[config.mk]
export PLATFORM = sky130hd
export DESIGN_NAME = avmm_align_pipe_bridge
export DESIGN_NICKNAME = d
export VERILOG_FILES = /design/src/rtl/avmm_align_pkg.sv /design/src/rtl/avmm_timeout_ctr.sv /design/src/rtl/avmm_align_pipe_bridge.sv
export SDC_FILE = /design/constraint.sdc
export NUM_CORES = 1
export LEC_CHECK = 0
export ABC_AREA = 1
export BUFFER_PORTS_ARGS = -buffer_cell sky130_fd_sc_hd__buf_2
export CORE_MARGIN = 2
export CORE_UTILIZATION = 40
export CTS_BUF_LIST = sky130_fd_sc_hd__clkbuf_8
export DETAILED_ROUTE_END_ITERATION = 10
export GPL_ROUTABILITY_DRIVEN = 0
export PLACE_DENSITY_LB_ADDON = 0.15
export SLEW_MARGIN = 5
export SYNTH_ARGS = -nofsm -noshare
export SYNTH_HDL_FRONTEND = slang
export SYNTH_HIERARCHICAL = 1
export SYNTH_SLANG_ARGS = --single-unit
export TNS_END_PERCENT = 30
[constraint.sdc]
create_clock -name CLOCK -period 1.87 [get_ports CLOCK]
set_clock_uncertainty 0.1 [all_clocks]
set_input_delay 0.187 -clock CLOCK [delete_from_list [all_inputs] [get_ports CLOCK]]
set_output_delay 0.187 -clock CLOCK [all_outputs]
set_load 0.01 [all_outputs]
[src/rtl/avmm_align_pkg.sv]
// Shared types for the AVMM alignment bridge.
//   state_t : bridge FSM states (IDLE -> ISSUE -> DONE, or IDLE -> DONE on rejection)
//   op_t    : captured upstream operation
//   DEFAULT_ERR_DATA : read data returned for rejected or abandoned reads
package avmm_align_pkg;

  typedef enum logic [1:0] {
    IDLE  = 2'd0,
    ISSUE = 2'd1,
    DONE  = 2'd2
  } state_t;

  typedef enum logic {
    OP_READ  = 1'b0,
    OP_WRITE = 1'b1
  } op_t;

  localparam logic [31:0] DEFAULT_ERR_DATA = 32'hDEADBEEF;

endpackage

[src/rtl/avmm_timeout_ctr.sv]
// Wait-cycle counter for the bridge's ISSUE state.
//   clk, rst : clock, synchronous active-high reset
//   load     : restart the count at zero (new transaction accepted)
//   enable   : count one more stalled cycle
//   expire   : current count has reached TIMEOUT_CYCLES-1 (never when TIMEOUT_CYCLES==0)
module avmm_timeout_ctr #(
  parameter  int TIMEOUT_CYCLES = 256,
  localparam int CW = (TIMEOUT_CYCLES < 1) ? 1 : $clog2(TIMEOUT_CYCLES + 1)
) (
  input  logic clk,
  input  logic rst,
  input  logic load,
  input  logic enable,
  output logic expire
);

  localparam int LIMIT = (TIMEOUT_CYCLES == 0) ? 0 : TIMEOUT_CYCLES - 1;

  logic [CW-1:0] cnt;

  always_ff @(posedge clk) begin
    if (rst)         cnt <= '0;
    else if (load)   cnt <= '0;
    else if (enable) cnt <= cnt + CW'(1);
  end

  // A zero limit disables the watchdog entirely.
  assign expire = (TIMEOUT_CYCLES != 0) && (cnt == CW'(LIMIT));

endmodule

[src/rtl/avmm_align_pipe_bridge.sv]
// Registered AVMM slave->master bridge with byte->word address translation.
// One transaction outstanding: IDLE captures the request, ISSUE drives the
// master until the downstream accepts (or the watchdog fires), DONE releases
// upstream waitrequest for exactly one cycle.
//   CLOCK / RESET          : clock, synchronous active-high reset
//   AVS_S0_*               : upstream slave port (byte addressed)
//   AVM_S0_*               : downstream master port (word addressed, all registered)
//   ERR_CLEAR              : pulse clearing the sticky flags (a same-cycle set wins)
//   ERR_ALIGN, ERR_TIMEOUT : sticky error flags
module avmm_align_pipe_bridge
  import avmm_align_pkg::*;
#(
  parameter  int                S_ADDR_W       = 10,
  parameter  int                SHIFT          = 2,
  parameter  int                DATA_W         = 32,
  parameter  bit                STRICT_ALIGN   = 1'b1,
  parameter  int                TIMEOUT_CYCLES = 256,
  parameter  logic [DATA_W-1:0] ERR_DATA       = DATA_W'(DEFAULT_ERR_DATA),
  localparam int                M_ADDR_W       = S_ADDR_W - SHIFT,
  localparam int                BE_W           = DATA_W / 8
) (
  input  logic                CLOCK,
  input  logic                RESET,
  input  logic                AVS_S0_READ,
  input  logic                AVS_S0_WRITE,
  input  logic [S_ADDR_W-1:0] AVS_S0_ADDRESS,
  input  logic [BE_W-1:0]     AVS_S0_BYTEEN,
  input  logic [DATA_W-1:0]   AVS_S0_WRITEDATA,
  output logic [DATA_W-1:0]   AVS_S0_READDATA,
  output logic                AVS_S0_WAITREQUEST,
  output logic                AVM_S0_READ,
  output logic                AVM_S0_WRITE,
  output logic [M_ADDR_W-1:0] AVM_S0_ADDRESS,
  output logic [BE_W-1:0]     AVM_S0_BYTEEN,
  output logic [DATA_W-1:0]   AVM_S0_WRITEDATA,
  input  logic [DATA_W-1:0]   AVM_S0_READDATA,
  input  logic                AVM_S0_WAITREQUEST,
  input  logic                ERR_CLEAR,
  output logic                ERR_ALIGN,
  output logic                ERR_TIMEOUT
);

  localparam logic [S_ADDR_W-1:0] LOW_MASK = S_ADDR_W'((1 << SHIFT) - 1);

  state_t state;
  op_t    op;

  logic req;
  op_t  req_op;
  logic misaligned;
  logic tmo_load, tmo_en, tmo_expire;
  logic set_align, set_tmo;

  assign req = AVS_S0_READ | AVS_S0_WRITE;
  // Read and write together is illegal upstream; the write takes precedence.
  assign req_op     = AVS_S0_WRITE ? OP_WRITE : OP_READ;
  assign misaligned = STRICT_ALIGN && ((AVS_S0_ADDRESS & LOW_MASK) != '0);

  assign tmo_load  = (state == IDLE) && req;
  assign tmo_en    = (state == ISSUE) && AVM_S0_WAITREQUEST;
  assign set_align = (state == IDLE) && req && misaligned;
  assign set_tmo   = (state == ISSUE) && AVM_S0_WAITREQUEST && tmo_expire;

  avmm_timeout_ctr #(
    .TIMEOUT_CYCLES(TIMEOUT_CYCLES)
  ) u_tmo (
    .clk   (CLOCK),
    .rst   (RESET),
    .load  (tmo_load),
    .enable(tmo_en),
    .expire(tmo_expire)
  );

  always_ff @(posedge CLOCK) begin
    if (RESET) begin
      state              <= IDLE;
      op                 <= OP_READ;
      AVS_S0_WAITREQUEST <= 1'b1;
      AVS_S0_READDATA    <= '0;
      AVM_S0_READ        <= 1'b0;
      AVM_S0_WRITE       <= 1'b0;
      AVM_S0_ADDRESS     <= '0;
      AVM_S0_BYTEEN      <= '0;
      AVM_S0_WRITEDATA   <= '0;
      ERR_ALIGN          <= 1'b0;
      ERR_TIMEOUT        <= 1'b0;
    end else begin
      // Sticky flags: a new error in the clearing cycle keeps the flag set.
      ERR_ALIGN   <= set_align | (ERR_ALIGN & ~ERR_CLEAR);
      ERR_TIMEOUT <= set_tmo | (ERR_TIMEOUT & ~ERR_CLEAR);

      case (state)
        IDLE: begin
          if (req) begin
            op               <= req_op;
            AVM_S0_ADDRESS   <= AVS_S0_ADDRESS[S_ADDR_W-1:SHIFT];
            AVM_S0_BYTEEN    <= AVS_S0_BYTEEN;
            AVM_S0_WRITEDATA <= AVS_S0_WRITEDATA;
            if (misaligned) begin
              // Rejected locally: nothing goes downstream.
              state              <= DONE;
              AVS_S0_WAITREQUEST <= 1'b0;
              if (req_op == OP_READ) AVS_S0_READDATA <= ERR_DATA;
            end else begin
              state        <= ISSUE;
              AVM_S0_READ  <= (req_op == OP_READ);
              AVM_S0_WRITE <= (req_op == OP_WRITE);
            end
          end
        end

        ISSUE: begin
          if (!AVM_S0_WAITREQUEST) begin
            state              <= DONE;
            AVS_S0_WAITREQUEST <= 1'b0;
            AVM_S0_READ        <= 1'b0;
            AVM_S0_WRITE       <= 1'b0;
            if (op == OP_READ) AVS_S0_READDATA <= AVM_S0_READDATA;
          end else if (tmo_expire) begin
            // Hung slave: abandon the access and complete upstream with error data.
            state              <= DONE;
            AVS_S0_WAITREQUEST <= 1'b0;
            AVM_S0_READ        <= 1'b0;
            AVM_S0_WRITE       <= 1'b0;
            if (op == OP_READ) AVS_S0_READDATA <= ERR_DATA;
          end
        end

        DONE: begin
          state              <= IDLE;
          AVS_S0_WAITREQUEST <= 1'b1;
        end

        default: begin
          state              <= IDLE;
          AVS_S0_WAITREQUEST <= 1'b1;
        end
      endcase
    end
  end

endmodule

**After elaboration in Yosys (flattened, before gate mapping)**

Cells that the tools add are included.

- Multiplexer cells: 25
- Eq/ne operators: 9
- Reductions and logical operators: 13
- $add $sub $neg: 1
- Bitwise operators: 7

Operators with widths:

| operator | number |
|---|---|
| $mux 32 | 7 |
| $pmux 32 s2 | 1 |
| $reduce_bool 10->1 | 1 |
| $add 9x1->9 const B | 1 |
| $eq 9x8->1 const B | 1 |
| $mux 1 | 9 |
| $ne 3x3->1 const B | 3 |
| $mux 2 | 4 |
| $ne 2x2->1 const B | 4 |
| $reduce_and 7->1 | 1 |
| $pmux 1 s2 | 3 |
| $logic_and 1x1->1 | 4 |
| $pmux 2 s2 | 1 |
| $reduce_and 2->1 | 2 |
| $reduce_and 4->1 | 1 |
| $or 1x1->1 | 3 |
| $reduce_and 3->1 | 1 |
| $and 1x1->1 | 2 |
| $eq 2x1->1 const B | 1 |
| $logic_not 2->1 | 1 |
| $not 1->1 | 2 |
| $reduce_bool 2->1 | 1 |
| $reduce_or 2->1 | 1 |

- Register bits after elaboration: 93
- Logic and storage cells: 67

**Logic depth before layout (Yosys ltp)**

Gate-level depths: netlist of run 1.

- Depth after elaboration: 5
- Gate-level depth with buffers: 14
- Gate-level depth less buffers: 13

**Cells and area by module**

Netlist of run 1, hierarchy kept.

By module, submodules not included:

| module | times used | sequential area each (sq um) | area an instance (sq um) | cells an instance |
|---|---|---|---|---|
| avmm_align_pipe_bridge | 1 | 1681.6 | 3359.5 | 472 |
| avmm_timeout_ctr | 1 | 180.2 | 449.2 | 61 |

**Worst setup path before layout of run 1**

OpenSTA, ideal clock, no wires.

- Path type: flip-flop to flip-flop
- Start point: reg u_tmo.cnt[0]
- End point: reg AVS_S0_READDATA[0]
- Path slack: -0.045 ns
- Cell stages (with the launch flop): 15
- Arrival time: 1.751 ns
- Path buffers: 2
- Cells stage by stage: dfxtp_1 > ha_1 > nand3_1 > nor3_1 > ha_1 > inv_1 > nand2_1 > inv_1 > nand2_2 > nand3_2 > nor2_4 > buf_6 > buf_6 > nor2_1 > nor2_1

- Longest elaborated chain between the ends: 3
- Elaborated cells between the ends (all ways): 4

RTL lines:

| item | RTL line | RTL |
|---|---|---|
| start: declaration | avmm_timeout_ctr.sv:19 | `logic [CW-1:0] cnt;` |
| start signal: assignment | avmm_timeout_ctr.sv:24 | `else if (enable) cnt <= cnt + CW'(1);` |
| $eq 9x8->1 * | avmm_timeout_ctr.sv:28 | `assign expire = (TIMEOUT_CYCLES != 0) && (cnt == CW'(LIMIT));` |
| net tmo_expire | avmm_align_pipe_bridge.sv:51 | `logic tmo_load, tmo_en, tmo_expire;` |
| $ne 3x3->1 (no line) | n/a |  |
| $reduce_and 7->1 (no line) * | n/a |  |
| end signal: assignment | avmm_align_pipe_bridge.sv:79 | `AVS_S0_READDATA <= '0;` |
| end signal: assignment | avmm_align_pipe_bridge.sv:103 | `if (req_op == OP_READ) AVS_S0_READDATA <= ERR_DATA;` |
| end signal: assignment | avmm_align_pipe_bridge.sv:118 | `if (op == OP_READ) AVS_S0_READDATA <= AVM_S0_READDATA;` |
| end: declaration | avmm_align_pipe_bridge.sv:29 | `output logic [DATA_W-1:0] AVS_S0_READDATA,` |

The timed path passes the listed nets; every way through them passes the cells marked *.
A chain may end at the register's enable or synchronous reset.

**Final worst setup path of run 1**

- Start point: reg u_tmo.cnt[0]
- End point: reg AVS_S0_READDATA[15]

Same word-level chain as after synthesis.

==> impl_metrics.ini, run 1 <==
[global_routing]
antenna_found_initial = 0
overflow = 0
grt_max_degree = 74
grt_pass1_wl_mm = 17.3
track_usage_pct = 20.7
grt_pass1_vias = 3872

[worst_setup_path]
crit_path_start_kind = flip-flop
critPathKind = flip-flop to flip-flop
worstPathRequired_ns = 2.05
endpoint_kind = flip-flop
arrival_ns = 2.13
cp_max_fo = 11

[final_layout]
fill_cells = 850
drive_gt1_share_pct = 33.6
antenna_cells = 0
layout.cells.non_filler = 884
fin_nets = 836
final_util_pct = 61.9
finalInstanceArea_um2 = 5720
synthToLayoutAreaGrowth_pct = 50.1

[yosys]
ys_seq_elements = 93
synth_top_family_by_area = simple AND/OR/NAND/NOR gates
synth_compound_area_share_pct = 7.88
postSynthCellCount = 533
synthXorXnorAreaFrac_pct = 0
yosysSeqAreaShare_pct = 48.9
yosys_warnings = 6
synthAdderAreaFrac_pct = 0.657
synth-simple-area-share_pct = 36.0
muxShareOfSynthArea_pct = 0
synth_commonest_cells = 198 x nor2_1, 93 x dfxtp_1, 70 x nand2_1, 51 x o21ai_0, 37 x nand3_1
synth_top_area_share_pct = 48.9
synthTopCellsByArea = dfxtp_1 49%, nor2_1 20%, nand2_1 6.9%
synth.avg_cell_area_um2 = 7.15
syn_nets = 619
yosysMostFrequentCell = nor2_1
postSynth.asyncResetShare_pct = 0
synth_area_um2 = 3810
yosysTopAreaCell = dfxtp_1
synth_edf_count = 0
synth-main-ff-cell = dfxtp_1
synth.distinct_cells = 23

[timing]
slew_headroom_pct = 53.3
worstMarginPinSlew_ns = 0.700
setup_slack_ns = -0.0808
fmax_ghz = 0.513
period_share_pct = 104
holdWs_ns = 0.0620
hold_viol_final = 0
fin_tns_setup_ns = -1.70
finalSetupViolations = 29
drv_slew = 0
rsz0062_at_grt = yes
period_needed_ns = 1.95

[worst_hold_path]
holdCritPathClass = primary input to flip-flop

[die]
fp-row-count = 35
die_w_um = 102
top_level_ports = 165
die_h_um = 102
die_area_um2 = 10300
core_um2 = 9240
start_util_pct = 41.2

[clocking]
clockBufferDepth = 2
clkTransAtPathRegs_ns = 0.09
htreeDepth = 3
ctsRootBufferMaster = clkbuf_8
cts_tree = yes
clk_latency_ns = 0.34
cts_sinks = 93
cts-buffers-inserted = 9

[detailed_routing]
drt_iter0_drc = 177
final_antenna_net_count = 0
dr_total_vias = 4142
drc = 0
viasPerCell = 4.69
routed_wirelength_mm = 11.1
drt_pass1_iterations = 4
avgRoutedWirePerCell_um = 12.6

[pwr]
ir_drop_v = 0.000458
power.density_nw_per_um2 = 863
p_leak_nw = 2.83
total_power_mw = 4.93

[placed_design]
dpl_cell_area_um2 = 4820
dp_slack_ns = -0.0821
place_hpwl_mm = 6.80
placed_cells = 815
portBuffers = 164

[status]
violations = negative setup slack
status = complete, but fails checks

[run]
maxCapViolCount = 0
placed cells by master (no fill, tap or decap):
master / instances
dfxtp_2: 2
ha_4: 1
clkinv_2: 1
nor3_4: 1
nand3_2: 1
a21oi_1: 9
nand2_2: 5
buf_2: 164
or2_2: 1
nand3_4: 2
buf_6: 1
clkinv_4: 1
nand3_1: 36
o21ai_0: 50
clkinvlp_4: 1
inv_1: 16
nor2_2: 13
nand4_1: 1
nor2_1: 182
nor2_4: 11
clkbuf_8: 9
clkbuf_16: 2
nand2_4: 4
ha_2: 1
inv_6: 1
nor3_1: 1
dfxtp_1: 91
buf_4: 17
o21ai_2: 1
bufinv_16: 1
inv_2: 7
buf_12: 5
dlygate4sd3_1: 46
nand2_1: 68
nand2_8: 1
and3_1: 1
power by group:
part / switching [mW] / total [mW] / internal (mW)
Sequential: 0.126 / 2.33 / 2.21
Combinational: 0.724 / 1.30 / 0.578
Clock: 0.686 / 1.30 / 0.614
logic make-up (layout without fill, tap and decap cells):
| group | after synthesis | in the layout |
|---|---|---|
| buffers and inverters | 50 | 272 |
| and+or+nand+nor | 328 | 328 |
| AOI/OAI and AO/OA | 60 | 60 |
| adders and majority gates | 2 | 2 |
| DFF | 93 | 93 |
path summary, 6_finish.rpt:
check                    startpoint                  end  slack, ns  cells after the start
setup / recovery       u_tmo/cnt[0]  AVS_S0_READDATA[15]      -0.08                     13
hold reg to reg                  op                   op       0.37                      2
setup reg to reg       u_tmo/cnt[0]  AVS_S0_READDATA[15]      -0.08                     13
hold / removal    AVS_S0_ADDRESS[0]            ERR_ALIGN       0.06                      3
what timing repair did:
item,CTS,global route
endpoints found under the setup margin,35,36
setup buffers,2,3
endpoints found under the hold margin,47,0
pin swaps,8,23
hold buffers,46,0
resized for setup,8,35
cloned,0,2
critical path: stages (launching register included):
cell and delay [ns]:
dfxtp_2 0.36, ha_4 0.15, nand3_4 0.09, nor3_4 0.13, ha_2 0.21, inv_2 0.04
nand2_2 0.06, inv_2 0.05, nand2_4 0.08, nand3_4 0.07, nor2_4 0.23, clkbuf_16 0.21
nor2_1 0.04, nor2_1 0.08
layout make-up:
cell class / count / area [um^2] / share of cell area [%]
well taps: 129 / 161 / 2.82
clock inverters: 7 / 67.6 / 1.18
repair buffers: 235 / 1570 / 27.5
flip-flops and latches: 93 / 1860 / 32.6
inverters: 21 / 78.8 / 1.38
clock buffers: 9 / 124 / 2.17
multi-input cells: 390 / 1850 / 32.4
per-layer routing:
metal,vias to the layer above,wire (um),GRT usage (%),share of wire [%]
li1,2112,-,-,-
met1,1862,4740,24.7,43
met5,-,0,0,0
met4,0,122,5.93,1.1
met3,12,773,5.80,6.9
met2,156,5490,36.3,49
sequential cells by signal (all words and copies together) (netlist names):
| register | flops |
|---|---|
| AVM_S0_BYTEEN | 4 |
| AVS_S0_WAITREQUEST | 1 |
| AVM_S0_READ | 1 |
| AVM_S0_ADDRESS | 8 |
| op | 1 |
| u_tmo/cnt | 9 |
| AVM_S0_WRITEDATA | 32 |
| ERR_ALIGN | 1 |
| ERR_TIMEOUT | 1 |
| AVS_S0_READDATA | 32 |
| AVM_S0_WRITE | 1 |
| state | 2 |
Power figures use the tool's default switching activity.
==> run 2, diff against run 1 <==
--- a/config.mk
+++ b/config.mk
@@ -9,10 +9,10 @@
 export BUFFER_PORTS_ARGS = -buffer_cell sky130_fd_sc_hd__buf_2
 export CORE_MARGIN = 2
 export CORE_UTILIZATION = 40
-export CTS_BUF_LIST = sky130_fd_sc_hd__clkbuf_8
+export CTS_BUF_LIST = sky130_fd_sc_hd__clkbuf_16
 export DETAILED_ROUTE_END_ITERATION = 10
 export GPL_ROUTABILITY_DRIVEN = 0
-export PLACE_DENSITY_LB_ADDON = 0.15
+export PLACE_DENSITY = 0.8
 export SLEW_MARGIN = 5
 export SYNTH_ARGS = -nofsm -noshare
 export SYNTH_HDL_FRONTEND = slang
==> run 2 against run 1 <==
Effect of this change:
- the flow still finishes with violations (negative setup slack)
- global-route usage increased by 0.97 points
- count of clock-buffer cells in the layout unchanged
- cell count decreased by 0.79%
- first-iteration DRC count increased by 13%
- register-to-register slack got worse by 0.04 ns
- sequential power about the same
- largest power group unchanged
- largest cell class unchanged
- critical path depth unchanged
==> impl_metrics.ini, run 2 (synthesis results as in run 1) <==
[status]
status = complete, but fails checks
violations = negative setup slack

[timing]
finalSetupViolations = 29
fmax_ghz = 0.502
slew_headroom_pct = 49.7
period_needed_ns = 1.99
fin_tns_setup_ns = -1.54
hold_viol_final = 0
setup_slack_ns = -0.123
worstMarginPinSlew_ns = 0.754
drv_slew = 0
period_share_pct = 107
rsz0062_at_grt = yes

[placed_design]
dp_slack_ns = -0.0879
place_hpwl_mm = 7.08
portBuffers = 164
dpl_cell_area_um2 = 4790

[pwr]
combinationalPowerShare_pct = 24.5
power.density_nw_per_um2 = 929
internal_power_mw = 3.69
p_switching_mw = 1.62
total_power_mw = 5.30
swShare_pct = 30.5
power_frac_clock_pct = 31.4
pwr-share-seq_pct = 44.1
p_leak_nw = 2.84
ir_drop_v = 0.000465

[die]
die_h_um = 102
top_level_ports = 165
die_w_um = 102
start_util_pct = 41.2
core_um2 = 9240
die_area_um2 = 10300
fp-row-count = 35

[worst_setup_path]
reg2reg_slack_ns = -0.12
crit_path_start_kind = flip-flop
reg2reg_from = u_tmo/cnt[0]
arrival_ns = 2.15
worstPathRequired_ns = 2.03
critPathKind = flip-flop to flip-flop
worst-r2r-cell-count = 13
r2r-end = AVS_S0_READDATA[21]
endpoint_kind = flip-flop
cp_max_fo = 7

[clocking]
clockBufferDepth = 2
htreeDepth = 3
clkTransAtPathRegs_ns = 0.07
cts-buffers-inserted = 9
cts_sinks = 93
cts_tree = yes
ctsRootBufferMaster = clkbuf_16
clk_latency_ns = 0.33

[final_layout]
drive_gt1_share_pct = 32.6
final_util_pct = 61.8
fill_cells = 791
fin_nets = 829
final_common_cell = nor2_1
finalInstanceArea_um2 = 5710
top_regs = AVM_S0_WRITEDATA: 32 flops, AVS_S0_READDATA: 32 flops, u_tmo/cnt: 9 flops
synthToLayoutAreaGrowth_pct = 49.9
mostFrequentLayoutCells = 188 x nor2_1, 164 x buf_2, 91 x dfxtp_1, 69 x nand2_1, 50 x o21ai_0
seq_area_um2 = 1860
multi_input_area_um2 = 1790
antenna_cells = 0

[global_routing]
track_usage_pct = 21.7
grt_pass1_vias = 3885
grt_max_degree = 46
grt_pass1_wl_mm = 17.9
antenna_found_initial = 0
overflow = 0

[detailed_routing]
drt_pass1_iterations = 5
routed_wirelength_mm = 11.8
dr_total_vias = 4237
viasPerCell = 4.83
drc = 0
final_antenna_net_count = 0
drt_iter0_drc = 200
avgRoutedWirePerCell_um = 13.4

[worst_hold_path]
min_from = RESET
hold-path-endpoint = ERR_ALIGN
min_path_cells = 2
holdCritPathClass = primary input to flip-flop

[run]
maxCapViolCount = 0
==> run 2: changes by cell type in the layout (fill, tap and decap cells not counted), sizes merged <==
cell,delta
clkinv,+1
bufinv,-1
dlygate4sd3,-5
buf,-2
==> run 2: worst max-delay path, stage by stage, from the launching register on <==
cell       delay (ns)
dfxtp_2          0.35
ha_4             0.16
nand3_4          0.09
nor3_4           0.14
ha_2             0.21
inv_2            0.04
nand2_2          0.06
inv_2            0.04
nand2_4          0.08
nand3_4          0.08
nor2_4           0.20
clkbuf_16        0.20
nor2_1           0.05
nor2_1           0.13
==> run 2: power by group through the flow <==
stage               sequential, mW  combinational (mW)  clock (mW)
CTS                           2.32                1.21        1.73
detailed placement            2.36                1.10           0
floorplan                     2.46               0.541           0
finish                        2.34                1.30        1.67
global route                  2.36                1.44        1.81
global placement              2.35                1.07           0
==> run 2: final cells by class <==
type,instances,share of cell area (%)
clock buffer,9,3.95
clock inverter,7,0.877
inverter,21,1.38
multi-input combinational,390,31.4
sequential,93,32.7
tap,129,2.83
timing repair buffer,228,26.9
==> run 2: worst max path at each step <==
stage / slack (ns) / from / cells after the start / endpoint
6_report: -0.12 / u_tmo/cnt[0] / 13 / AVS_S0_READDATA[21]
3_5_place_dp: -0.09 / u_tmo/cnt[1] / 13 / AVS_S0_READDATA[9]
3_3_place_gp: 0.01 / u_tmo/cnt[1] / 12 / AVS_S0_READDATA[20]
2_1_floorplan: 0.008 / u_tmo/cnt[0] / 14 / AVS_S0_READDATA[0]
5_1_grt: -0.25 / u_tmo/cnt[0] / 13 / AVS_S0_READDATA[21]
4_1_cts: 0.0006 / u_tmo/cnt[0] / 13 / AVS_S0_READDATA[10]
==> run 2: layer usage <==
layer	track usage [%]	routed length, um	part of all wire, %	vias to the layer above
met5	0	0	0	-
met4	7.48	168	1.4	0
met3	5.59	1020	8.7	18
met2	36.3	5670	48	208
met1	27.1	4920	42	1912
li1	-	-	-	2099
==> run 2: metrics by stage <==
| step | cells | hold WS [ns] |
|---|---|---|
| 3_3_place_gp | 812 | 0.308 |
| 5_1_grt | 877 | 0.0105 |
| 3_5_place_dp | 812 | 0.315 |
| 6_report | 877 | 0.0125 |
| 2_1_floorplan | 533 | 0.156 |
| 4_1_cts | 871 | 0.00220 |
==> run 2: what timing repair did <==
item,in CTS,in global routing
gates resized for setup,8,21
pin swaps,4,21
hold buffers,41,0
hold endpoints to repair,41,0
endpoints found under the setup margin,35,35
setup buffers,1,4
cloned,1,2
